<file path="src/rtl/gray_code_counter.sv">
// rtl/gray_code_counter.sv - loadable up/down counter with registered Gray-code output
// Optional feature macro: GRAY_CNT_BIN_OUT_EN (adds bin_out, the registered binary count)
module gray_code_counter #(
  parameter int WIDTH = 4,
  parameter bit WRAP  = 1'b1
) (
  input  logic             clk,
  input  logic             rst_n,
  input  logic             en,
  input  logic             up_dn,
  input  logic             load,
  input  logic [WIDTH-1:0] load_val,
  output logic [WIDTH-1:0] gray,
  output logic             tc
`ifdef GRAY_CNT_BIN_OUT_EN
  ,
  output logic [WIDTH-1:0] bin_out
`endif
);

  localparam logic [WIDTH-1:0] BIN_MAX = {WIDTH{1'b1}};
  localparam logic [WIDTH-1:0] BIN_MIN = {WIDTH{1'b0}};

  logic [WIDTH-1:0] bin;
  logic [WIDTH-1:0] bin_nxt;
  logic             tc_nxt;
  logic             at_top;
  logic             at_bottom;

  assign at_top    = (bin == BIN_MAX);
  assign at_bottom = (bin == BIN_MIN);

  // Next-state binary count and terminal-count flag; load outranks en, en outranks hold.
  always_comb begin
    bin_nxt = bin;
    tc_nxt  = 1'b0;
    if (load) begin
      bin_nxt = load_val;
    end else if (en) begin
      if (up_dn) begin
        if (at_top) begin
          // Boundary step: flag it whether we wrap or saturate.
          tc_nxt  = 1'b1;
          bin_nxt = WRAP ? BIN_MIN : bin;
        end else begin
          bin_nxt = bin + 1'b1;
        end
      end else begin
        if (at_bottom) begin
          tc_nxt  = 1'b1;
          bin_nxt = WRAP ? BIN_MAX : bin;
        end else begin
          bin_nxt = bin - 1'b1;
        end
      end
    end
  end

  // State and outputs; gray is encoded from bin_nxt so it is a clean flop output aligned with bin.
  always_ff @(posedge clk or negedge rst_n) begin
    if (!rst_n) begin
      bin  <= '0;
      gray <= '0;
      tc   <= 1'b0;
    end else begin
      bin  <= bin_nxt;
      gray <= bin_nxt ^ (bin_nxt >> 1);
      tc   <= tc_nxt;
    end
  end

`ifdef GRAY_CNT_BIN_OUT_EN
  assign bin_out = bin;
`endif

endmodule

</file>
<file path="config.mk">
export PLATFORM = sky130hd
export DESIGN_NAME = gray_code_counter
export DESIGN_NICKNAME = d
export VERILOG_FILES = /design/src/rtl/gray_code_counter.sv
export SDC_FILE = /design/constraint.sdc
export NUM_CORES = 1
export LEC_CHECK = 0
export CAP_MARGIN = 20
export CELL_PAD_IN_SITES_DETAIL_PLACEMENT = 1
export CELL_PAD_IN_SITES_GLOBAL_PLACEMENT = 1
export CORE_UTILIZATION = 33
export CTS_CLUSTER_SIZE = 20
export DETAILED_ROUTE_END_ITERATION = 12
export PLACE_DENSITY = 0.7
export SLEW_MARGIN = 5
export SYNTH_ARGS = -nofsm -noshare
export SYNTH_HDL_FRONTEND = slang
export SYNTH_SLANG_ARGS = --single-unit
export TNS_END_PERCENT = 1
</file>
<file path="constraint.sdc">
create_clock -name clk -period 1.8 [get_ports clk]
set_clock_uncertainty 0.05 [all_clocks]
set_input_delay 0.36 -clock clk [delete_from_list [all_inputs] [get_ports clk]]
set_output_delay 0.36 -clock clk [all_outputs]
set_load 0.05 [all_outputs]
</file>
==> results.md, run 1 <==
* Final Wtd Congestion at ~0.7
* Tcrit/Tclk final at 0.946
* Die Wd at 41.6 microns
* Remaining antenna violation count at 0
* DR vias/cell at 5.37
* Nets at between 80 and 90
* Initial Util at 0.375
* First-pass GRT wire length at about 2100 microns
* Antenna diodes at 0
* Routed len/inst at approximately 14 microns
* Critical Path RT at ~1900 ps
* Comb power frac at 0.469
* Clock share of power at 0.185
* CTS Sinks at 8
* Core Region at roughly 0.0014 sq mm
* Sequential share of the synthesized area at 0.386
* Total GRT Usage at 0.162
* Port Buffer Count at 13
* CP cell instances: buf_4 -> or4b_1 -> o311ai_1 -> a211oi_1 -> a2bb2oi_1
* CP arrival at 1780 ps
* Htree depth at 1
* Crit Path Class: flop to flop
* P_leak at approximately 0.00034 uW
* Max Fanout on Critical Path at 4
* First-pass DRT Iterations at 2
* Slowest stage cell, crit path: or4b_1
* Post-synth EDFFs at 0
* Layout area overhead at 44.4%
* Most common cell after layout, fill and taps aside: buf_4
* Starting DRT DRC Count at 1
* Clk_lat worst skew at 250 ps
* Fmax at between 500 and 600 MHz
* Initial antenna violation count at 0
* Most frequent cells in the layout: buf_4 (13), dfrtp_1 (8), clkdlybuf4s50_1 (8)
* Fraction of registers with async set/reset at 1.00
* Num CTS Buffers at 3
* CP max stage delay at 500 ps
* HPWL Detailed at 1050 microns
* Register Area at approximately 200 sq um
* CTS clk-pin slew, worst paths at about 50 ps
* Finished Core Util at 0.541
* M1 wire length at roughly 540 microns
* Tmin final at roughly 1700 ps
* Total Die Area at 0.00173 sq mm
* Peak supply drop at a little under 0.0007 V
* Switching share of power at 0.381
* Largest net degree at the start of global routing at 10
* Yosys warnings at 0
* DRC Markers at 0
* Chip Height at 41.6 microns
* CTS tree: done
* Met3 wire length at 60 microns
* IO Count at 14
* Hold Crit Class: input pin to async pin
* DR top layer: met3
* Layout cells sized above 1 at 0.250
* Pwr dens at 940 mW/mm^2
* Predominant post-synthesis flop cell: dfrtp_1
* Synthesized area at a little over 500 sq um
* Grt total ovfl at 0
* Setup crit end kind: flop
* Yosys reg bits at 8
* Root Driver: clkbuf_4
* Met2 WL at 672 microns
* R2R cell count at 5
* Status: finished clean
* RSZ-0062 raised after global routing: false
* Area of the multi-input gates at roughly 290 sq um
* Max clock buf depth at 2
* Final hold viol count at 0
* Slew Limit Fails at 0
* Num rows at 13
* Setup bufs post-CTS at 0
* Final setup viols at 0
* Fill cell count at approximately 160
* Gate Count Post-Synth at 54
* Max-slew headroom at 0.735
* Setup tns final at 0 ps
* Yosys cell types at 29
* Vias in the first global route at 505
* Internal Power at about 440 uW
* Hold Slack at 339 ps
* Switching power at 268 uW
* Maxcap violations at 0
* Slew @ Worst Pin at just under 400 ps
* DR vias at 489
* Synth Area per Inst at 9.59 sq um
* Sequential share of power at 0.347
* DRT Wirelength at 1280 microns
* CP startpoint kind: flop
* Post-synth net total at 65
state kept, by name (all words and copies together) (netlist names):
name,cells
bin,4
gray,3
tc,1
logic make-up (layout without fill, tap and decap cells):
kind of cell    after synthesis  in the layout  synth area share
fa+ha+maj                     2              2            0.0483
mux                           4              4            0.0773
xor+xnor                      3              3            0.0507
simple gates                 17             17             0.217
compound gates               12             12             0.155
buf+inv                       8             30            0.0652
flops                         8              8             0.386
layer usage:
metal	GRT usage	vias to the layer above
met1	0.171	237
li1	-	242
met4	0.0194	0
met5	0	-
met2	0.306	10
met3	0.0652	0
cell type report:
type	instances	share of cell area
clock buffers	3	0.0301
inverters	5	0.0251
multi-input cells	38	0.388
flip-flops and latches	8	0.268
well taps	15	0.0251
repair buffers	22	0.264
metrics by stage:
step	area, sq um	std cells	power (uW)	worst slack, ps
3_5_place_dp	719	88	575	-135
6_report	748	91	703	97.5
4_1_cts	742	91	712	38.5
3_3_place_gp	719	88	568	-92.0
2_1_floorplan	518	54	446	302
5_1_grt	748	91	750	23.8
Yosys cell counts, types with 2 or more instances:
| cell type | number | area share |
|---|---|---|
| xnor2_1 | 2 | 0.034 |
| nand4_1 | 2 | 0.024 |
| nor2b_1 | 2 | 0.024 |
| mux2i_1 | 4 | 0.077 |
| dfrtp_1 | 8 | 0.39 |
| ha_1 | 2 | 0.048 |
| nor3b_1 | 3 | 0.043 |
| clkbuf_1 | 2 | 0.014 |
| a21oi_1 | 5 | 0.048 |
| inv_1 | 5 | 0.036 |
timing repair:
action | CTS | global route
hold buffers | 0 | 0
setup endpoints to repair | 0 | 2
resized for setup | 0 | 1
critical path, delay by kind of cell (launching register included):
family / cells / cell delay (ps)
AND/OR/NAND/NOR: 1 / 500
AO/OA/AOI/OAI: 3 / 470
flip-flops: 1 / 410
buffers and inverters: 1 / 160
power groups by stage:
stage	sequential (uW)	clock [uW]	combinational (uW)
floorplan	320	0	126
global placement	244	0	324
detailed placement	245	0	331
CTS	242	138	332
global route	249	147	354
finish	244	130	330
worst paths after layout:
check,start,end,slack (ps)
min in group clk,load_val[0],bin[0],680
max in group asynchronous,rst_n,gray[0],1090
hold reg to reg,bin[0],bin[0],690
setup reg to reg,bin[1],gray[2],100
setup / recovery,bin[1],gray[2],100
hold / removal,rst_n,gray[2],340
(Power assumes the default switching activity.)
==> run 2, diff against run 1 <==
TNS_END_PERCENT = 5   (was 1)
==> results of run 2 <==
Final layout, timing and power as in run 1 (identical DEF).
==> run 3, diff against run 2 <==
SLEW_MARGIN = not set   (was 5)
==> results of run 3 <==
Final layout, timing and power as in run 1 (identical DEF).
